File: src/rtl/mem_bus_ctrl.sv
// mem_bus_ctrl: request/acknowledge controller between the core memory port and variable-latency memory.
// Optional ack timeout is enabled by defining MEM_BUS_TIMEOUT_EN.
module mem_bus_ctrl #(
    parameter int DATA_W      = 32,
    parameter int CORE_ADDR_W = 32,
    parameter int ADDR_W      = 9,
    parameter int TIMEOUT_CYC = 15
) (
    input  logic                   i_clk,
    input  logic                   i_reset,
    input  logic                   i_rd_req,
    input  logic                   i_wr_req,
    input  logic [CORE_ADDR_W-1:0] i_addr,
    input  logic [DATA_W-1:0]      i_wr_data,
    output logic [DATA_W-1:0]      o_rd_data,
    output logic                   o_busy,
    output logic                   o_done,
    output logic                   o_err,
    output logic [ADDR_W-1:0]      o_mem_addr,
    output logic [DATA_W-1:0]      o_mem_wdata,
    output logic                   o_mem_re,
    output logic                   o_mem_we,
    input  logic [DATA_W-1:0]      i_mem_rdata,
    input  logic                   i_mem_ack
);

    if (TIMEOUT_CYC < 1) begin : g_bad_timeout
        $error("mem_bus_ctrl: TIMEOUT_CYC must be at least 1");
    end

    typedef enum logic [1:0] {
        S_IDLE,
        S_ACCESS,
        S_RESP
    } state_t;

    state_t              r_state;
    state_t              w_state_nxt;
    logic                r_is_wr;
    logic                r_err;
    logic [DATA_W-1:0]   r_rd_data;
    logic [ADDR_W-1:0]   r_mem_addr;
    logic [DATA_W-1:0]   r_mem_wdata;

    logic                w_req;
    logic                w_bad;
    logic                w_start;
    logic                w_err_nxt;
    logic                w_capture;
    logic                w_timeout;

    assign w_req = i_rd_req | i_wr_req;
    assign w_bad = (i_rd_req & i_wr_req) | (|i_addr[CORE_ADDR_W-1:ADDR_W]);

`ifdef MEM_BUS_TIMEOUT_EN
    localparam int CNT_W = (TIMEOUT_CYC < 2) ? 1 : $clog2(TIMEOUT_CYC + 1);

    logic [CNT_W-1:0] r_wait;

    // r_wait holds the number of ACCESS cycles already spent without ack.
    always_ff @(posedge i_clk) begin
        if (i_reset || w_start) begin
            r_wait <= '0;
        end else if (r_state == S_ACCESS && !i_mem_ack) begin
            r_wait <= r_wait + 1'b1;
        end
    end

    assign w_timeout = (r_wait == CNT_W'(TIMEOUT_CYC - 1));
`else
    assign w_timeout = 1'b0;
`endif

    always_comb begin
        w_state_nxt = r_state;
        w_start     = 1'b0;
        w_err_nxt   = 1'b0;
        w_capture   = 1'b0;
        case (r_state)
            S_IDLE: begin
                if (w_req) begin
                    if (w_bad) begin
                        w_err_nxt = 1'b1;
                    end else begin
                        w_start     = 1'b1;
                        w_state_nxt = S_ACCESS;
                    end
                end
            end
            S_ACCESS: begin
                // Ack takes priority over a timeout landing in the same cycle.
                if (i_mem_ack) begin
                    w_capture   = ~r_is_wr;
                    w_state_nxt = S_RESP;
                end else if (w_timeout) begin
                    w_err_nxt   = 1'b1;
                    w_state_nxt = S_IDLE;
                end
            end
            S_RESP: begin
                w_state_nxt = S_IDLE;
            end
            default: begin
                w_state_nxt = S_IDLE;
            end
        endcase
    end

    always_ff @(posedge i_clk) begin
        if (i_reset) begin
            r_state <= S_IDLE;
        end else begin
            r_state <= w_state_nxt;
        end
    end

    always_ff @(posedge i_clk) begin
        if (i_reset) begin
            r_is_wr     <= 1'b0;
            r_err       <= 1'b0;
            r_rd_data   <= '0;
            r_mem_addr  <= '0;
            r_mem_wdata <= '0;
        end else begin
            r_err <= w_err_nxt;
            if (w_start) begin
                r_is_wr     <= i_wr_req;
                r_mem_addr  <= i_addr[ADDR_W-1:0];
                r_mem_wdata <= i_wr_data;
            end
            if (w_capture) begin
                r_rd_data <= i_mem_rdata;
            end
        end
    end

    assign o_rd_data   = r_rd_data;
    assign o_busy      = (r_state == S_ACCESS);
    assign o_done      = (r_state == S_RESP);
    assign o_err       = r_err;
    assign o_mem_addr  = r_mem_addr;
    assign o_mem_wdata = r_mem_wdata;
    assign o_mem_re    = (r_state == S_ACCESS) & ~r_is_wr;
    assign o_mem_we    = (r_state == S_ACCESS) & r_is_wr;

endmodule
File: config.mk
export PLATFORM = sky130hd
export DESIGN_NAME = mem_bus_ctrl
export DESIGN_NICKNAME = d
export VERILOG_FILES = /design/src/rtl/mem_bus_ctrl.sv
export SDC_FILE = /design/constraint.sdc
export NUM_CORES = 1
export LEC_CHECK = 0
export ABC_AREA = 1
export CORE_UTILIZATION = 38
export CTS_CLUSTER_DIAMETER = 200
export DETAILED_ROUTE_END_ITERATION = 16
export PLACE_DENSITY = 0.87
export SYNTH_ARGS = -nofsm -noshare
export SYNTH_HDL_FRONTEND = slang
export SYNTH_SLANG_ARGS = --single-unit
File: constraint.sdc
create_clock -name i_clk -period 1.5 [get_ports i_clk]
set_input_delay 0.225 -clock i_clk [delete_from_list [all_inputs] [get_ports i_clk]]
set_output_delay 0.225 -clock i_clk [all_outputs]
set_load 0.01 [all_outputs]
# Word level (Yosys, flattened, before mapping)
# Cells that the tools add are included.
# word_totals
elab_cells	33
register_bits	77
in_bits	101
out_inout_bits	78
# classes
n_eq_ne	5
bitwise_logic	8
mux	10
reduce_logical	4
# ops
operator	count
OR reduction 23 bit	1
2-to-1 mux 1 bit	6
2-to-1 mux 2 bit	3
!= test 2 bit, second input constant	2
one-hot mux 2 bit (2 select lines)	1
bitwise AND 1 bit	3
NOT 1 bit	3
AND reduction 3 bit	1
OR reduction 3 bit	1
== test 2 x 1 -> 1 bit, second input constant	1
== test 2 bit, second input constant	1
zero test 2 bit	1
!= test 2 x 1 -> 1 bit, second input constant	1
OR 1 bit	2

# Longest topological paths before layout
# Gate-level depths: netlist (run 1).
# depth
ltp_word	5
depth_mapped	9
mapped_depth_nobuf	8

# Worst setup path after synthesis (run 1)
# Ideal clock, no wire load.
# synth_timing
kind	reg-to-reg
startpoint	register r_state[1]
endpoint	register r_mem_addr[2] (netlist: o_mem_addr[2])
setup_ns	0.115
t_arrival_ns	1.198
path_stages_with_launch	9
path_buffers	2
slack_ns	0.187
cell_sequence	dfxtp_1 -> nor2_1 -> o21ai_0 -> inv_1 -> clkbuf_1 -> buf_2 -> nand3_1 -> nand2_1 -> nor2_1
# synth_via
elab_chain_len	2
# synth_lines
item	line_no	rtl
start, declared	37	state_t r_state;
start signal, assigned	113	r_state <= w_state_nxt;
zero test 2 bit	79	case (r_state)
2-to-1 mux 1 bit	79	
end signal, assigned	128	r_mem_addr <= i_addr[ADDR_W-1:0];
end, declared	42	logic [ADDR_W-1:0] r_mem_addr;
# Every way passes these cells.
# A chain may end at the register's enable or synchronous reset.

# Worst setup path in the final report (run 1)
# layout_timing
startpoint	input i_wr_req
endpoint	register r_mem_addr[5] (netlist: o_mem_addr[5])
# layout_via
elab_chain_len	5
word_cells_on_any_way	6
# layout_lines
item	line_no	rtl
start, declared	12	input logic i_wr_req,
bitwise AND 1 bit	53	assign w_bad = (i_rd_req & i_wr_req) | (|i_addr[CORE_ADDR_W-1:ADDR_W]);
OR 1 bit	53	
2-to-1 mux 1 bit	82	if (w_bad) begin
2-to-1 mux 1 bit *	81	if (w_req) begin
2-to-1 mux 1 bit *	79	
# Every way passes the cells marked *; elsewhere a longest branch is shown, timed or not.

==> metrics.txt, run 1 <==
largest cells by area after synthesis dfxtp_1 48%, nor2_1 14%, a21oi_1 6.8%, nand3_1 6.6%, nand2_1 6.4%; Pleak 0.00282 uW; Crit path top cell by count nand2_1; share of total power in combinational logic 10.5%; width of the die 93.6 microns; vias in the first global route 3214; Post-DP HPWL 6460 microns; Seq cells post-synth 77; residual DRC count 0; slowest CP cell clkdlybuf4s50_1; first-pass GRT wire length 14100 microns; power per cell area 766 mW/mm^2; root buffer cell clkbuf_8; Area after DPL 0.00508 sq mm; post-synthesis sequential area ratio 48.4%; cts hold-fix bufs 0; syn_area_per_cell 6.94 sq um; maximum VDD drop 0.000639 V; Core Region 0.00818 sq mm; synth warn 0; diode count 0; switching power 893 uW; antenna violations before repair 0; critical path startpoint category input port; clk_lat worst skew 0.34 ns; FFs w/ async S/R, synth 0%; Total Die Area 0.00875 sq mm; site row count 33; RSZ-0062 raised after global routing true; final critical-path required period 1.47 ns; final total power 4190 uW; post-synth top area share 48.4%; via count 3544; final setup fails 0; max_slew headroom 79.5%; Worst Hold Depth 2; CTS Buf Count 9; Int Power 3300 uW; CP Capture Type register; CTS tree yes; synthesized cell area 0.00319 sq mm; H-tree Lvls 3; Initial DRC Count 125; type of the worst min-delay path register to register; maximum clock rate 0.682 GHz; WL per Instance 12.8 microns; PortBufs 178; Max Cap Violations 0; most frequent cells after synthesis 123 x nor2_1, 77 x dfxtp_1, 54 x nand2_1; Post-synth EDFFs 0; number of distinct library cells after synthesis 14; critical path cell sequence clkdlybuf4s50_1 -> nand2_1 -> nand2_1 -> nor2_1 -> nand2_1 -> nor2_4 -> buf_12 -> clkbuf_16 -> nand3_1 -> nand2_1 -> nor2_1; Post-synth top flop dfxtp_1; critical path class input port to register; Finished Layout Cells 740; Sw Share 21.3%; Vias/cell 4.79; io pins 179; first drt pass iteration count 4; grt total ovfl 0; total wire length 9480 microns; status complete, no violations; Layout area overhead 71.9%; Design Area, Final 0.00548 sq mm; dpl cells 720; Critical Path RT 1.73 ns; Slew @ Worst Pin 0.308 ns; Bufs and invs on worst path 3; Initial Util 39.0%; Post-Syn Instances 459; sequential share of power 48.8%; layout cells sized above 1 5.20%; Reg2Reg Depth 6; Placer Congestion 0.762; max-slew violations 0; critical path's top delay family buffers and inverters; Syn Nets 560; # clock sinks 77; post-route ant nets 0; multi-input logic area 0.00129 sq mm; net total in the final layout 732; Max clock buf depth 2; Clock Power Share 40.8%; CP arrival 1.70 ns; Largest stage delay, worst path 0.46 ns; clock transition at the registers of the reported paths 0.08 ns; Max FO, Critical Path 28; Synth area leader dfxtp_1; Chip Height 93.6 microns; clk_skew 0.00745 ns; Total GRT Usage 20.4%; crit share post-route 97.8%; fill count 665; CP Depth 11; final hold viol count 0; maximum number of pins on one net before global-route repair 75; Register Area 0.00154 sq mm; top-count cell post-synth nor2_1
[routing by layer]
metal  track usage, %  share of wire [%]  wire length (microns)  vias up
li1                 -                  -                      -     1775
met5                0                  0                      0        -
met1             22.7                 40                   3780     1600
met3             7.32                8.3                    788       25
met4             8.33                2.7                    259        0
met2             35.4                 49                   4660      144
[through the flow]
| stage | utilization [%] | hold WS, ns | setup WS [ns] | setup TNS (ns) |
|---|---|---|---|---|
| after floorplan | - | 0.294 | 0.187 | 0 |
| after global placement | 62.2 | 0.461 | -0.288 | -10.57 |
| after detailed placement | 62.2 | 0.469 | -0.314 | -11.20 |
| after CTS | 64.7 | 0.472 | 0.0159 | 0 |
| after global routing | 67.0 | 0.502 | -0.0309 | -0.151 |
| final | 67.0 | 0.480 | 0.0332 | 0 |
[what timing repair did]
action                                  in CTS  in global routing
gates resized for setup                      5                 38
cloned                                       0                  3
buffers inserted                             0                  2
endpoints found under the setup margin       5                 64
pin swaps                                    0                  2
[layout by cell type (no fill, tap or decap), types with 3 or more instances in the layout]
master           synthesis  layout
clkdlybuf4s50_1          0     140
nor2_1                 123     123
dfxtp_1                 77      77
nand2_1                 54      54
inv_1                   50      48
a21oi_1                 43      43
nand3_1                 42      42
dlymetal6s2s_1           0      33
o21ai_0                 33      32
clkbuf_8                 0      10
buf_12                   0       7
buf_4                    0       4
clkbuf_16                0       3
dlygate4sd2_1            0       3
[worst register-to-register path, stage by stage, from the launching register on]
cell	delay [ns]
dfxtp_1	0.36
nand2_1	0.11
nor2_1	0.13
nand2_1	0.11
buf_4	0.21
o21ai_1	0.19
nor2_1	0.09
[path summary, 6_finish.rpt]
check                                     start         endpoint  slack [ns]
worst max-delay path                   i_wr_req    o_mem_addr[5]        0.03
worst min-delay path            o_mem_wdata[31]  o_mem_wdata[31]        0.48
worst max register to register       r_state[0]    o_rd_data[23]        0.18
worst min register to register  o_mem_wdata[31]  o_mem_wdata[31]        0.48
[final cells by class]
type                    count  area share (%)
clock inverters             4            1.33
multi-input cells         300            23.5
repair buffers            193            38.6
well taps                 105            2.40
flip-flops and latches     77            28.2
clock buffers              11            2.58
inverters                  50            3.43
[power groups by stage]
stage | clock network [uW] | registers, uW | logic, uW
finish | 1710 | 2040 | 439
global route | 1850 | 2040 | 482
CTS | 1750 | 2040 | 440
detailed placement | 0 | 2090 | 437
global placement | 0 | 2090 | 429
floorplan | 0 | 2090 | 130
[sequential cells by signal (all words and copies together), names as in the netlist]
| signal | cells |
|---|---|
| o_mem_addr | 9 |
| o_rd_data | 32 |
| r_state | 2 |
| o_err | 1 |
| r_is_wr | 1 |
| o_mem_wdata | 32 |
[cell families (layout without fill, tap and decap cells)]
| kind of cell | count (synthesis) | in the layout | share of synthesized area (%) |
|---|---|---|---|
| AND/OR/NAND/NOR | 224 | 224 | 28.4 |
| buffers and inverters | 82 | 258 | 11.3 |
| AO/OA/AOI/OAI | 76 | 76 | 11.9 |
| flip-flops | 77 | 77 | 48.4 |
Note: power is estimated with default switching activity, not from simulation.
==> run 2, diff against run 1 <==
Settings changed: GPL_TIMING_DRIVEN from default to 0.
==> run 2 against run 1 <==
  * Via count grew 2.0%
  * Final cell count grew 3.4%
  * Total power shrank 8.6%
  * Non-clock buffer count grew 24
==> metrics.txt, run 2 (synthesized netlist as in run 1, its figures left out) <==
CP Capture Type register; cts hold-fix bufs 0 (unchanged); layout cells sized above 1 9.39% (+4.2 points); critical path's top delay family buffers and inverters; status complete, no violations; width of the die 93.6 microns (unchanged); CTS tree yes; Finished Layout Cells 765 (+3.4%); WHS 0.344 ns (-0.137 ns); most frequent cells in the layout 140 x clkdlybuf4s50_1, 121 x nor2_1, 77 x dfxtp_1; hold worst-path end o_err; critical path startpoint category input port; final critical-path required period 1.47 ns (+0.00787 ns); Critical Path RT 1.77 ns (+0.04 ns); PortBufs 178 (unchanged); Total Die Area 0.00875 sq mm (unchanged); final design utilization 68.7% (+1.7 points); residual DRC count 0 (unchanged); commonest non-fill, non-tap cell in the layout clkdlybuf4s50_1; final setup fails 0 (unchanged); M1 GR Usage 24.1% (+1.4 points); CP Depth 11 (unchanged); grt total ovfl 0 (unchanged); Chip Height 93.6 microns (unchanged); max-slew violations 0 (unchanged); worst reg2reg path endpoint o_mem_wdata[9]; Max FO, Critical Path 7 (-75%); WL per Instance 13.4 microns (+4.9%); Worst Hold Depth 3 (+1); Reg2Reg Depth 7 (+1); Largest stage delay, worst path 0.42 ns (-0.04 ns); crit share post-route 98.3% (+0.52 points); Bufs and invs on worst path 4 (+1); final hold viol count 0 (unchanged); total wire length 10300 microns (+8.5%); net total in the final layout 756 (+3.3%); GRT met2 Usage 41.6% (+6.3 points); Hold Path Origin i_rd_req; Total GRT Usage 22.0% (+1.6 points); H-tree Lvls 3 (unchanged); site row count 33 (unchanged); Crit path top cell by count nor2_1; critical path class input port to register; maximum clock rate 0.678 GHz (-0.53%); R2R Path Start r_state[0]; post-route ant nets 0 (unchanged); Max Cap Violations 0 (unchanged); Vias/cell 4.73 (-1.3%); max_slew headroom 70.9% (-8.5 points); CTS Buf Count 9 (unchanged); io pins 179 (unchanged); Post-DP HPWL 7330 microns (+13%); Pleak 0.00281 uW (-0.29%); # clock sinks 77 (unchanged); clk_lat worst skew 0.34 ns (about the same); vias in the first global route 3341 (+4.0%); Layout area overhead 76.3%; Slew @ Worst Pin 0.436 ns (+0.128 ns); Max clock buf depth 2 (unchanged); clock transition at the registers of the reported paths 0.08 ns (about the same); root buffer cell clkbuf_8; power per cell area 682 mW/mm^2 (-11%); critical path cell sequence clkdlybuf4s50_1 -> nor2_1 -> nand2_1 -> nor2_1 -> nand2_1 -> nor2_4 -> buf_12 -> buf_12 -> clkbuf_16 -> a21oi_1 -> nor2_1; Placer Congestion 0.774 (+1.7%); first drt pass iteration count 5 (+1); Initial DRC Count 117 (-6.4%); maximum VDD drop 0.000477 V (-25%); slowest CP cell clkdlybuf4s50_1; Core Region 0.00818 sq mm (unchanged); reg2reg setup slack 0.13 ns (-0.05 ns); via count 3615 (+2.0%); gr busiest metal met2; Initial Util 39.0% (unchanged); clk_skew 0.0117 ns (+0.00428 ns); type of the worst min-delay path input port to register; CP arrival 1.75 ns (+0.05 ns); fill count 660 (-0.75%); first-pass GRT wire length 15000 microns (+6.1%); maximum number of pins on one net before global-route repair 14 (-81%); multi-input logic area 0.00132 sq mm (+2.1%); met3 GRT Util 4.80% (-2.5 points); TNS Setup 0 ns (unchanged); Register Area 0.00154 sq mm (unchanged); Area after DPL 0.00510 sq mm (+0.34%); antenna violations before repair 0 (unchanged); dpl cells 742 (+3.1%); diode count 0 (unchanged); Design Area, Final 0.00562 sq mm (+2.6%)
## run 2: changes by cell type in the layout (fill, tap and decap cells not counted), sizes merged, moves of 2 or more
cell      previous run  this run
bufinv               2         0
clkinv               1         4
clkbuf              15        34
clkinvlp             1         4
buf                 12        16
## run 2: worst max-delay path by stage
stage                              from         endpoint  slack, ns
after floorplan              r_state[1]    o_mem_addr[2]       0.19
after global placement         i_wr_req    o_mem_addr[7]      -0.56
after detailed placement       i_wr_req    o_mem_addr[2]      -0.62
after CTS                 o_mem_addr[7]    o_mem_addr[7]       0.01
after global routing         i_addr[27]  o_mem_wdata[31]      -0.02
final                        i_addr[27]    o_mem_addr[4]       0.03
## run 2: final cells by class
cell class	instances	share of cell area, %
plain buffers	31	4.21
inverters	50	3.41
well taps	105	2.34
clock buffers	9	2.21
clock inverters	7	0.758
flip-flops and latches	77	27.5
repair buffers	186	36.2
multi-input cells	300	23.4
## run 2: through the flow
step | setup slack (ns) | total power, uW
2_1_floorplan | 0.187 | 2220
3_3_place_gp | -0.559 | 2520
3_5_place_dp | -0.617 | 2530
4_1_cts | 0.0117 | 3860
5_1_grt | -0.0165 | 4020
6_report | 0.0253 | 3830
## run 2: layer usage
layer / part of all wire, % / wire, microns / vias up
met5: 0 / 0 / -
met4: 1.1 / 114 / 0
met3: 6.8 / 695 / 10
met2: 51 / 5240 / 126
met1: 41 / 4240 / 1652
li1: - / - / 1827
## run 2: what timing repair did
action	in CTS	in global routing
endpoints found under the setup margin	65	100
pin swaps	1	28
buffers inserted	0	2
resized for setup	11	81
gates cloned	0	6
## run 2: worst reg2reg max path: cells and delay by family, from the launching register on
family,cells,cell delay (ns)
DFF,1,0.37
and+or+nand+nor,2,0.12
AOI/OAI and AO/OA,2,0.29
buffers and inverters,3,0.50
## run 2: where the power goes
part / internal (uW) / leakage, uW / switching [uW] / total, uW
registers: 2040 / 0.000620 / 0.369 / 2040
logic: 276 / 0.00211 / 167 / 443
clock network: 588 / 0.0000808 / 757 / 1340
total: 2910 / 0.00281 / 924 / 3830
==> variant 1 (config.mk and constraints of run 2) <==
Build with the macro `MEM_BUS_TIMEOUT_EN` defined.
--- a/src/rtl/mem_bus_ctrl.sv
+++ b/src/rtl/mem_bus_ctrl.sv
@@ -2,2 +2,4 @@
 // Optional ack timeout is enabled by defining MEM_BUS_TIMEOUT_EN.
+`define MEM_BUS_TIMEOUT_EN
+
 module mem_bus_ctrl #(
Check against the original RTL: same outputs for any inputs over 10 cycles, from zero or initial values and one cycle with i_reset high; that may be too few to reach the edited logic, so the function may still have changed.
==> variant 1 against run 2 <==
Non-clock buffer count is 4 lower. Routed wire length is 3.6% higher. Die area is 6.6% higher. Sequential cell count is 4 higher. Cell count is 3.5% higher. Power is 15% higher. Fmax is 0.56% higher. Worst setup slack better by 8.2 ps. Area after synthesis is 6.7% higher. Cell area is 4.7% higher. Clock power is 36% higher. Register-to-register slack better by 30 ps. Synthesized cell count is 5.7% higher. Critical endpoint is now o_mem_wdata[24].
==> variant 1: results <==
run_status:
  outcome: "completed"
timing:
  skew_ps: 8.066
  tightestPinTransition_ps: 438.1
  whs_ps: 272.3
  period_share_pct: 97.77
synthesis:
  synth_cells: 485
  synth.area.top_cells: "dfxtp_1 (48%), nor2_1 (14%), a21oi_1 (6.5%), nand3_1 (6.5%), nand2_1 (6.4%)"
  syn_nets: 588
  yosys_most_used_dff: "dfxtp_1"
  ys_types: 20
  yosysSeqAreaShare_pct: 47.70
  synth_common_cells: "nor2_1 (128), dfxtp_1 (81), nand2_1 (58), inv_1 (53)"
placed_design:
  dp_cells: 771
  place_ws_ps: -586.7
  hpwl_mm: 7.882
  place_area_mm2: 0.005316
  place_congestion: 0.7622
worst_setup_path:
  arrival_ps: 1240
  crit_start: "o_mem_wdata[24]$_SDFFE_PP0P_"
  timing.rr.end: "o_mem_wdata[22]$_SDFFE_PP0P_"
  critPathCapture: "o_mem_wdata[24]"
  r2r_slack_ps: 160
  cpMaxStageDelayCell: "clkdlybuf4s50_1"
  path_max_fanout: 2
  crit_family: "buffers and inverters"
  slowest_delay_ps: 550
  r2r_cells: 6
power:
  finalPower_uw: 4412
  p_leak_uw: 0.003375
  ir_worst_vdd_v: 0.0006532
  p_switching_uw: 958.5
  powerClk_uw: 1820
global_routing:
  met3_usage_pct: 9.155
  grt_usage_pct: 21.86
  grt_util_met1_pct: 22.67
  grt_pass1_wl_mm: 15.53
  grt_antenna_before_repair: 2
  first_global_vias: 3512
  met2_usage_pct: 37.79
cells_and_area:
  fin_nets: 780
  drive_above_1_share_pct: 8.944
  instances_no_fill: 792
hold_path:
  min_to: "r_is_wr$_SDFFE_PP0P_"
  hold_class: "input pin to register"
  hold_path_depth: 5
  min-delay-start: "i_wr_req"
routing:
  vias: 3781
  wl_met1_mm: 4.153
  top_layer: "met4"
  ant_nets: 0
  dr.pass1.iters: 4
  drt_first_iter_violations: 98
  wl_met2_mm: 5.100
  dr_wl_met3_mm: 1.162
  wl_mm: 10.65
clock_network:
  clk_latency_ps: 350
  cts-htree-levels: 3
## variant 1: cell families after synthesis
logic type               Yosys count  synth area share [%]
XOR/XNOR                           3                0.7731
buffers and inverters             85                 11.11
flip-flops                        81                 47.70
AO/OA/AOI/OAI                     78                 11.48
adder cells (fa/ha/maj)            2                0.7360
AND/OR/NAND/NOR                  236                 28.19
## variant 1: final cells by class
cell class / instances / area, um2
Clock buffer: 12 / 155.1
Antenna cell: 2 / 5.005
Buffer: 31 / 229.0
Timing Repair Buffer: 182 / 2017
Fill cell: 700 / 2801
Clock inverter: 4 / 75.07
Sequential cell: 81 / 1622
Inverter: 53 / 202.7
Multi-Input combinational cell: 319 / 1436
Tap cell: 108 / 135.1
## variant 1: what timing repair did
action,4_1_cts,5_1_grt
pin swaps,2,27
cloned,0,3
gates resized for setup,8,121
buffers inserted,1,0
endpoints found under the hold margin,0,0
setup endpoints to repair,56,124
==> variant 2 (flow settings as in run 2) <==
Without the edit above. Re-encode `state_t` (3 states) as one-hot, 3 bits wide.
--- a/src/rtl/mem_bus_ctrl.sv
+++ b/src/rtl/mem_bus_ctrl.sv
@@ -30,6 +30,6 @@
 
-    typedef enum logic [1:0] {
-        S_IDLE,
-        S_ACCESS,
-        S_RESP
+    typedef enum logic [2:0] {
+        S_IDLE   = 3'b001,
+        S_ACCESS = 3'b010,
+        S_RESP   = 3'b100
     } state_t;
Formal check against the unedited RTL: same outputs for any inputs over 10 cycles, from zero or initial values and one cycle with i_reset high; not proved beyond that.
==> variant 2 against run 2 <==
Largest power group unchanged. Sequential cell count is 1 higher. Cell count is 1.2% lower. Power is 8.1% higher. Hold slack worse by 32 ps. First-iteration DRC count is 50% lower. Worst setup slack better by 14 ps. Cell area is 2.4% lower. Via count is 8.1% lower. Area after synthesis is 3.8% lower. Global-route usage is 0.32 points lower. Routed wire length is 11% lower.
==> variant 2: results <==
clock_network:
  cts-htree-levels: 3
  cts.clk_slew.worst_paths_ps: 80
  root_buffer: "clkbuf_8"
  ctsResizeCount: 36
  cts_setup_buffers: 2
  clk_latency_ps: 330
  cts_made_buffers: 9
synthesis:
  syn_nets: 556
  synth.area.top_cells: "dfxtp_1 (51%), nor2_1 (20%), nand2_1 (12%), inv_1 (6.0%), o21ai_0 (5.2%)"
  yosys_warnings: 0
  ys_types: 18
  synth_cells: 455
  yosys_most_used_dff: "dfxtp_1"
  synth_common_cells: "nor2_1 (166), nand2_1 (95), dfxtp_1 (78), inv_1 (49), o21ai_0 (32)"
  yosysSeqAreaShare_pct: 50.96
cells_and_area:
  fin_nets: 751
  regArea_mm2: 0.001564
  antenna_cells: 0
  num-fill-cells: 626
  drive_above_1_share_pct: 10.09
power:
  ir_worst_vdd_v: 0.0004408
  p_leak_uw: 0.002809
routing:
  vias: 3323
  vias_per_cell: 4.396
  wl_mm: 9.178
  drt_first_iter_violations: 59
  ant_nets: 0
  dr.pass1.iters: 4
run_status:
  outcome: "completed"
worst_setup_path:
  path_max_fanout: 2
  cpMaxStageDelayCell: "clkdlybuf4s50_1"
  slowest_delay_ps: 560
  arrival_ps: 1240
global_routing:
  grt_pass1_wl_mm: 14.50
  grt_usage_pct: 21.70
  grt_max_degree: 14
  first_global_vias: 3222
placed_design:
  io_buffers: 178
  dp_cells: 735
  place_area_mm2: 0.004974
  hpwl_mm: 6.761
  place_ws_ps: -583.4
  place_congestion: 0.8027
timing:
  setup_violations: 0
  relSlewSlack_pct: 69.58
  skew_ps: 7.911
  hold_viol: 0
hold_path:
  hold_class: "input pin to register"
-- variant 2: cell families after synthesis --
group	synth area share (%)
simple gates	33.93
flops	50.96
buf+inv	9.473
compound gates	5.635
-- variant 2: per-layer routing --
| layer | wire, um | track usage (%) | part of all wire (%) | up-vias |
|---|---|---|---|---|
| met5 | 0 | 0 | 0 | - |
| met4 | 277 | 10.55 | 3.0 | 0 |
| met3 | 498 | 4.063 | 5.4 | 24 |
| met2 | 4656 | 39.10 | 51 | 118 |
| met1 | 3746 | 24.51 | 41 | 1451 |
| li1 | - | - | - | 1730 |
-- variant 2: final timing paths --
kind | start | to | slack (ps) | depth (start not counted)
worst max register to register | r_state[0]$_SDFFE_PP1P_ | o_mem_wdata[23]$_SDFFE_PP0P_ | 80 | 8
worst min register to register | o_rd_data[26]$_SDFFE_PP0P_ | o_rd_data[26]$_SDFFE_PP0P_ | 480 | 2
worst min-delay path | i_wr_req | r_is_wr$_SDFFE_PP0P_ | 310 | 3
worst max-delay path | o_rd_data[31]$_SDFFE_PP0P_ | o_rd_data[31] | 40 | 1
-- variant 2: where the power goes --
group	leakage (uW)	total, uW	switching [uW]	internal, uW
combinational	0.00207	334	97.3	236
clock	0.000109	1740	716	1020
sequential	0.000629	2070	0.533	2070
total	0.00281	4140	814	3330
-- variant 2: area by class of cell --
| class | instances | share of cell area, % |
|---|---|---|
| Tap cell | 102 | 2.329 |
| Multi-Input combinational cell | 305 | 23.57 |
| Clock buffer | 12 | 2.832 |
| Timing Repair Buffer | 185 | 35.21 |
| Sequential cell | 78 | 28.55 |
| Inverter | 49 | 3.357 |
| Buffer | 22 | 2.923 |
| Clock inverter | 3 | 1.233 |
